File: config.mk
export PLATFORM = sky130hd
export DESIGN_NAME = cond_flag_unit
export DESIGN_NICKNAME = d
export VERILOG_FILES = /design/src/rtl/cond_flag_pkg.sv /design/src/rtl/cond_eval.sv /design/src/rtl/cond_flag_unit.sv
export SDC_FILE = /design/constraint.sdc
export NUM_CORES = 1
export LEC_CHECK = 0
export CELL_PAD_IN_SITES_DETAIL_PLACEMENT = 0
export CELL_PAD_IN_SITES_GLOBAL_PLACEMENT = 2
export CORE_AREA = 2 2 63 89
export DETAILED_ROUTE_END_ITERATION = 6
export DIE_AREA = 0 0 65 91
export PLACE_DENSITY_LB_ADDON = 0.1
export SLEW_MARGIN = 20
export SYNTH_ARGS = -nofsm -noshare
export SYNTH_HDL_FRONTEND = slang
export SYNTH_SLANG_ARGS = --single-unit
File: constraint.sdc
create_clock -name clk -period 2 [get_ports clk]
set_clock_uncertainty 0.2 [all_clocks]
set_input_delay 0.4 -clock clk [delete_from_list [all_inputs] [get_ports clk]]
set_output_delay 0.4 -clock clk [all_outputs]
set_load 0.005 [all_outputs]
File: src/rtl/cond_flag_pkg.sv
// -----------------------------------------------------------------------------
// cond_flag_pkg
// Shared definitions for the condition-flag unit: the {N,Z,C,V} flag word
// type, bit positions inside that word, the 16 condition codes and a helper
// that merges a freshly computed flag word into a stored one under a mask.
// -----------------------------------------------------------------------------
package cond_flag_pkg;

  // Bit positions inside the {N,Z,C,V} flag word
  localparam int FLAG_N = 3;
  localparam int FLAG_Z = 2;
  localparam int FLAG_C = 1;
  localparam int FLAG_V = 0;

  typedef logic [3:0] flags_t;

  // Condition codes
  localparam logic [3:0] COND_NEVER  = 4'd0;
  localparam logic [3:0] COND_ALWAYS = 4'd1;
  localparam logic [3:0] COND_N      = 4'd2;
  localparam logic [3:0] COND_Z      = 4'd3;
  localparam logic [3:0] COND_NZ     = 4'd4;
  localparam logic [3:0] COND_C      = 4'd5;
  localparam logic [3:0] COND_NC     = 4'd6;
  localparam logic [3:0] COND_V      = 4'd7;
  localparam logic [3:0] COND_NV     = 4'd8;
  localparam logic [3:0] COND_NN     = 4'd9;
  localparam logic [3:0] COND_SLT    = 4'd10;
  localparam logic [3:0] COND_SGE    = 4'd11;
  localparam logic [3:0] COND_SGT    = 4'd12;
  localparam logic [3:0] COND_SLE    = 4'd13;
  localparam logic [3:0] COND_UGT    = 4'd14;
  localparam logic [3:0] COND_ULE    = 4'd15;

  // Bits set in mask take the new value, the rest keep the old value
  function automatic flags_t merge_flags(flags_t old_f, flags_t new_f, logic [3:0] mask);
    return (old_f & ~mask) | (new_f & mask);
  endfunction

endpackage

File: src/rtl/cond_eval.sv
// -----------------------------------------------------------------------------
// cond_eval
// Purely combinational decode of a 4-bit condition code against a flag word.
// Ports:
//   flags  in  4  {N,Z,C,V}
//   cond   in  4  condition code (see cond_flag_pkg)
//   take   out 1  condition outcome
// -----------------------------------------------------------------------------
module cond_eval
  import cond_flag_pkg::*;
(
  input  flags_t     flags,
  input  logic [3:0] cond,
  output logic       take
);

  logic n_s, z_s, c_s, v_s;

  assign n_s = flags[FLAG_N];
  assign z_s = flags[FLAG_Z];
  assign c_s = flags[FLAG_C];
  assign v_s = flags[FLAG_V];

  // Condition-code decode
  always_comb begin
    take = 1'b0;
    case (cond)
      COND_NEVER:  take = 1'b0;
      COND_ALWAYS: take = 1'b1;
      COND_N:      take = n_s;
      COND_Z:      take = z_s;
      COND_NZ:     take = ~z_s;
      COND_C:      take = c_s;
      COND_NC:     take = ~c_s;
      COND_V:      take = v_s;
      COND_NV:     take = ~v_s;
      COND_NN:     take = ~n_s;
      COND_SLT:    take = n_s ^ v_s;
      COND_SGE:    take = ~(n_s ^ v_s);
      COND_SGT:    take = ~z_s & ~(n_s ^ v_s);
      COND_SLE:    take = z_s | (n_s ^ v_s);
      COND_UGT:    take = c_s & ~z_s;
      COND_ULE:    take = ~c_s | z_s;
      default:     take = 1'b0;
    endcase
  end

endmodule

File: src/rtl/cond_flag_unit.sv
// -----------------------------------------------------------------------------
// cond_flag_unit
// Multi-bank {N,Z,C,V} flag store with sticky overflow and a one-cycle,
// valid/ready condition evaluator.
// Optional feature macro: COND_FLAG_BYPASS_EN -- when defined, an evaluation
// accepted in the same cycle as an update to the same bank sees the
// post-update flags (per-bit, honouring upd_mask).
// Ports:
//   clk, rst_n                 clock, async active-low reset
//   upd_valid/bank/mask        flag-update request, target bank, {N,Z,C,V} enables
//   res, carry_in, ovf_in      ALU result and carry/overflow sources
//   sticky_clr                 clear sticky overflow of upd_bank
//   eval_valid/ready/bank/cond evaluation request handshake, bank, condition code
//   take_valid/ready           result handshake
//   take, flags_out            outcome and flag snapshot used for it
//   sticky_v                   per-bank sticky overflow
// -----------------------------------------------------------------------------
module cond_flag_unit
  import cond_flag_pkg::*;
#(
  parameter  int WIDTH  = 32,
  parameter  int NBANKS = 2,
  localparam int BW     = (NBANKS > 1) ? $clog2(NBANKS) : 1
) (
  input  logic              clk,
  input  logic              rst_n,
  input  logic              upd_valid,
  input  logic [BW-1:0]     upd_bank,
  input  logic [3:0]        upd_mask,
  input  logic [WIDTH-1:0]  res,
  input  logic              carry_in,
  input  logic              ovf_in,
  input  logic              sticky_clr,
  input  logic              eval_valid,
  output logic              eval_ready,
  input  logic [BW-1:0]     eval_bank,
  input  logic [3:0]        cond,
  output logic              take_valid,
  input  logic              take_ready,
  output logic              take,
  output logic [3:0]        flags_out,
  output logic [NBANKS-1:0] sticky_v
);

  logic [NBANKS-1:0][3:0] bank_q, bank_d;
  logic [NBANKS-1:0]      sticky_q, sticky_d;
  logic                   take_valid_q, take_valid_d;
  logic                   take_q, take_d;
  flags_t                 flags_out_q, flags_out_d;

  flags_t upd_flags_s;
  flags_t rd_flags_s;
  flags_t src_flags_s;
  logic   eval_in_range_s;
  logic   byp_hit_s;
  logic   take_s;
  logic   accept_s;

  assign upd_flags_s = {res[WIDTH-1], (res == {WIDTH{1'b0}}), carry_in, ovf_in};

  // Read the addressed bank; an index past NBANKS matches nothing and reads 0
  always_comb begin
    rd_flags_s      = 4'b0000;
    eval_in_range_s = 1'b0;
    for (int b = 0; b < NBANKS; b++) begin
      rd_flags_s      = rd_flags_s | (bank_q[b] & {4{eval_bank == BW'(b)}});
      eval_in_range_s = eval_in_range_s | (eval_bank == BW'(b));
    end
  end

`ifdef COND_FLAG_BYPASS_EN
  assign byp_hit_s = upd_valid & (upd_bank == eval_bank);
`else
  assign byp_hit_s = 1'b0;
`endif

  assign src_flags_s = byp_hit_s ? merge_flags(rd_flags_s, upd_flags_s, upd_mask) : rd_flags_s;

  cond_eval u_cond_eval (
    .flags (src_flags_s),
    .cond  (cond),
    .take  (take_s)
  );

  // A held result blocks new requests until the consumer takes it
  assign eval_ready = ~take_valid_q | take_ready;
  assign accept_s   = eval_valid & eval_ready;

  // Bank flag and sticky-overflow next state; a sticky set beats a same-cycle clear
  always_comb begin
    bank_d   = bank_q;
    sticky_d = sticky_q;
    for (int b = 0; b < NBANKS; b++) begin
      if (upd_valid && (upd_bank == BW'(b))) begin
        bank_d[b] = merge_flags(bank_q[b], upd_flags_s, upd_mask);
      end else begin
        bank_d[b] = bank_q[b];
      end
      if (upd_valid && (upd_bank == BW'(b)) && upd_mask[FLAG_V] && ovf_in) begin
        sticky_d[b] = 1'b1;
      end else if (sticky_clr && (upd_bank == BW'(b))) begin
        sticky_d[b] = 1'b0;
      end else begin
        sticky_d[b] = sticky_q[b];
      end
    end
  end

  // Result register next state: load on accept, drop valid once consumed, else hold
  always_comb begin
    take_valid_d = take_valid_q;
    take_d       = take_q;
    flags_out_d  = flags_out_q;
    if (accept_s) begin
      take_valid_d = 1'b1;
      take_d       = take_s & eval_in_range_s;
      flags_out_d  = eval_in_range_s ? src_flags_s : 4'b0000;
    end else if (take_ready) begin
      take_valid_d = 1'b0;
      take_d       = take_q;
      flags_out_d  = flags_out_q;
    end else begin
      take_valid_d = take_valid_q;
      take_d       = take_q;
      flags_out_d  = flags_out_q;
    end
  end

  // State registers
  always_ff @(posedge clk or negedge rst_n) begin
    if (!rst_n) begin
      bank_q       <= '0;
      sticky_q     <= '0;
      take_valid_q <= 1'b0;
      take_q       <= 1'b0;
      flags_out_q  <= 4'b0000;
    end else begin
      bank_q       <= bank_d;
      sticky_q     <= sticky_d;
      take_valid_q <= take_valid_d;
      take_q       <= take_d;
      flags_out_q  <= flags_out_d;
    end
  end

  assign take_valid = take_valid_q;
  assign take       = take_q;
  assign flags_out  = flags_out_q;
  assign sticky_v   = sticky_q;

endmodule

* Word-level counts from Yosys, hierarchy flattened
Cells that the tools add are included.
Word-level totals: logic and storage cells 66, register bits after elaboration 16, bits of input ports 50, output and inout port bits 9
Cells by class: bitwise logic cells 24, reduce and logical (&&, ||, !) cells 13, mux-type cells 7, eq/ne operators 15
Operators by type and width (count):
- == test 4 bit (second input constant) | 8
- zero test 32 bit | 1
- AND 4 bit | 5
- == test 4 x 3 -> 1 bit (second input constant) | 4
- case mux 1 bit (16 select lines) | 1
- OR 4 bit | 3
- == test 4 x 2 -> 1 bit (second input constant) | 2
- logical AND 1 bit | 8
- NOT 1 bit | 8
- two-way mux 1 bit | 6
- nonzero test 2 bit | 3
- == test 4 x 1 -> 1 bit (second input constant) | 1
- zero test 4 bit | 1
- NOT 4 bit | 1
- AND 1 bit | 3
- OR 1 bit | 3
- bitwise XOR 1 bit | 1

* Logic depth before layout (Yosys ltp)
word-level depth 7, gate-level depth with buffers 6, mapped depth without buffers 5

* By module
Synthesis repeated with hierarchy kept, for this count alone.
Unflattened totals: cells, all modules 92, area, all modules 960.9 µm²
By module, submodules not included:
- cond_flag_unit | sequential area each 400.4 µm², times used 1, cells an instance 68, area an instance 778.2 µm²
- cond_eval | sequential area each 0.0 µm², times used 1, cells an instance 24, area an instance 182.7 µm²

* Worst setup path before layout
No wires, ideal clock.
path type input-to-reg, start point input port eval_bank, end point register take_q, in the netlist take, arrival time 1.468 ns, path buffers 0, setup slack 0.264 ns, data required time 1.732 ns, library setup time 0.068 ns, cell stages on the path 5, cell sequence or4_4 o22ai_2 a211oi_1 a311o_1 nand3_1
Between the ends: longest elaborated chain between the ends 7, elaborated cells on any way between the ends 15, those cells by class mux: 1; bitwise: 14
RTL lines:
- start: declaration | RTL line cond_flag_unit.sv:36 | input logic [BW-1:0] eval_bank,
- NOT 1 bit
- AND 4 bit | RTL line cond_flag_unit.sv:66 | rd_flags_s = rd_flags_s | (bank_q[b] & {4{eval_bank == BW'(b)}});
- OR 4 bit * | RTL line cond_flag_unit.sv:66
- bitwise XOR 1 bit
- NOT 1 bit | RTL line cond_eval.sv:39, cond_eval.sv:40
- AND 1 bit | RTL line cond_eval.sv:40 | COND_SGT: take = ~z_s & ~(n_s ^ v_s);
- case mux 1 bit (16 select lines) * | RTL line cond_eval.sv:27 | case (cond)
- end signal: assignment | RTL line cond_flag_unit.sv:141 | take_q <= take_d;
- end: declaration | RTL line cond_flag_unit.sv:48 | logic take_q, take_d;
Mark *: on every way between the ends. The rest lies on a longest branch, timed or not. A chain may end at the register's enable or synchronous reset.

* Final worst setup path
start point input port take_ready, end point output port eval_ready
Between the ends: longest elaborated chain between the ends 1
RTL lines:
- start: declaration | RTL line cond_flag_unit.sv:39 | input logic take_ready,
- OR 1 bit | RTL line cond_flag_unit.sv:86 | assign eval_ready = ~take_valid_q | take_ready;
- end: declaration | RTL line cond_flag_unit.sv:35 | output logic eval_ready,
No other way between the ends.

==> run_results.csv <==
group,metric,value,unit
yosys,synth_enable_flop_cells,0,
placed_design,dp_slack,-395,ps
clocking,root_buffer,"clkbuf_8",
sta,fin_crit_sh,95.9,%
yosys,syn-cell-area,1060,sq um
yosys,avgSynthCellArea,9.43,sq um
sta,finalHoldViolCount,0,
route,vias,1201,
critical_path,worstPathArrival,1320,ps
route,routed-wl-met3,170,um
sta,post-route-min-period,1920,ps
route,wl,3.49,mm
final_layout,postLayoutCellArea,1930,sq um
clocking,clock_tree.buffer_depth,2,
critical_path,crit_family,"buffers and inverters",
clocking,cts_sinks,16,
pwr,p_leak,0.782,nW
floorplanning,dieHeight,91,um
sta,setup_viol,0,
clocking,cts_tree,"done",
clocking,cts_buffers,3,
critical_path,critPathCaptureType,"primary output",
clocking,insertion_delay,250,ps
global_route,grt_max_degree,17,
route,top_layer_used,"met4",
route,first_pass_iters,4,
final_layout,fill_cells,535,
critical_path,cp_max_fo,2,
sta,fmax,521,MHz
yosys,synthArstFlopShare,100,%
yosys,synth_cell_types,44,
yosys,ys_seq_area_share,37.9,%
clocking,cts.hold.buffers_added,0,
route,wl_met1,1.20,mm
floorplanning,coreArea,5080,sq um
global_route,grt_pass1_vias,1303,
critical_path,cp_slowest_cell,"clkdlybuf4s50_1",
run,maxCapViolations,0,
critical_path,cp_num_buf_inv,2,
floorplanning,ioPinCount,59,
floorplanning,start_util,20.8,%
placed_design,gp_congestion,0.794,
worst_hold_path,hold_class,"in -> async",
critical_path,max_stage_delay,400,ps
route,wl_per_cell,13.6,um
clocking,htreeDepth,1,
sta,rsz0062_at_grt,"no",
sta,fin_ws,81.4,ps
sta,slew_viol_final,0,
global_route,grt_overflow_total,0,
floorplanning,fp.dieArea,5920,sq um
critical_path,critPathLaunchType,"input pin",
route,drc_errors,0,
pwr,powerDensity,571,nW/um^2
yosys,yosys_warnings,0,
placed_design,hpwlAfterDp,2.99,mm
global_route,antenna_found_initial,0,
final_layout,area_growth,82.3,%
placed_design,postPlaceCellArea,1870,sq um
route,ant_nets,0,
yosys,synth_ff_type,"dfrtp_1",
route,vias_per_cell,4.67,
sta,slew_headroom,79.9,%
final_layout,multi_input_area,618,sq um
final_layout,register_area,400,sq um
final_layout,drive_above_1_share,21.5,%
outcome,status,"complete, no violations",
clocking,path_clk_slew,70,ps
floorplanning,die_x,65,um
critical_path,crit_chain,"clkdlybuf4s50_1, or2b_2, clkdlybuf4s15_1",
global_route,grt_pass1_wl,5.84,mm
global_route,track_usage,12.7,%
critical_path,rrSetupSlack,190,ps
final_layout,layout.nets,242,
placed_design,io_buffers,58,
yosys,syn_inst,112,
floorplanning,rows,31,
sta,worst_pin_slew,297,ps
final_layout,diodes,0,
yosys,ys_seq_elements,16,
yosys,synth_nets,162,
pwr,total_power,1.10,mW
critical_path,crit_type,"in -> out",
route,wl_met2,2.02,mm
critical_path,crit_required,1400,ps
route,drt-initial-drc-count,23,
pwr,max-vdd-ir-drop,0.180,mV
==> cells in the mapped netlist, drive strengths merged (3+ instances only) <==
cell type / count / area share (%)
inv: 5 / 1.8
nor2: 4 / 1.4
dfrtp: 16 / 38
nand3: 6 / 2.8
o21ai: 12 / 5.7
mux2i: 3 / 3.2
mux2: 7 / 7.5
nand2: 13 / 4.9
nor4: 8 / 4.7
==> power breakdown <==
group | switching, mW | internal, mW | leakage [nW]
registers | 0.0390 | 0.370 | 0.201
clock network | 0.119 | 0.175 | 0.0288
logic | 0.140 | 0.257 | 0.552
total | 0.298 | 0.802 | 0.782
==> layer usage <==
layer | GRT usage, % | up-vias
met3 | 1.86 | 7
met5 | 0 | -
met1 | 12.7 | 560
met2 | 24.7 | 48
met4 | 5.67 | 0
li1 | - | 586
==> per-stage QoR <==
step / utilization (%) / hold slack, ps / cells / TNS [ps]
2_1_floorplan: - / -95.6 / 112 / 0
3_3_place_gp: 36.7 / 263 / 253 / -532
5_1_grt: 37.9 / 286 / 257 / 0
3_5_place_dp: 36.7 / 272 / 253 / -675
6_report: 37.9 / 271 / 257 / 0
4_1_cts: 37.9 / 282 / 257 / 0
==> path summary, 6_finish.rpt <==
path | cells after the start | to | start
worst max-delay path | 3 | eval_ready | take_ready
min in group clk | 2 | flags_out[1]$_DFFE_PN0P_ | flags_out[1]$_DFFE_PN0P_
worst min-delay path | 2 | take$_DFFE_PN0P_ | rst_n
worst min register to register | 2 | flags_out[1]$_DFFE_PN0P_ | flags_out[1]$_DFFE_PN0P_
worst max register to register | 5 | take$_DFFE_PN0P_ | flop
max in group asynchronous | 2 | sticky_v[0]$_DFFE_PN0P_ | rst_n
==> cells in the final DEF (no fill, tap or decap), types with 2 or more instances in the layout <==
master and n:
a31o_1 2, a32oi_1 2, and3_1 2, buf_4 19, clkbuf_8 4, clkdlybuf4s50_1 54, dfrtp_1 16, dlygate4sd2_1 3
inv_1 4, mux2_2 7, mux2i_1 2, nand2_1 12, nand3_1 6, nand4_1 2, nand4bb_1 2, nor2_1 4
nor2b_1 2, nor4_1 8, o21ai_0 12
==> layout make-up <==
type,count,share of cell area (%)
tap,66,4.29
inverter,5,0.975
clock buffer,4,2.86
timing repair buffer,79,39.0
sequential,16,20.8
multi-input combinational,87,32.1
==> logic make-up (layout without fill, tap and decap cells) <==
group,count (synthesis),in the layout,share of synthesized area [%]
AO/OA/AOI/OAI,27,27,17.8
XOR/XNOR,2,2,1.66
buffers and inverters,9,88,4.03
flip-flops,16,16,37.9
multiplexers,11,11,12.8
AND/OR/NAND/NOR,47,47,25.8
==> what timing repair did <==
action,CTS,global route
setup buffers,0,0
resized for setup,6,1
hold endpoints to repair,0,0
endpoints found under the setup margin,2,1
No activity file was read; power rests on OpenSTA's default activity.
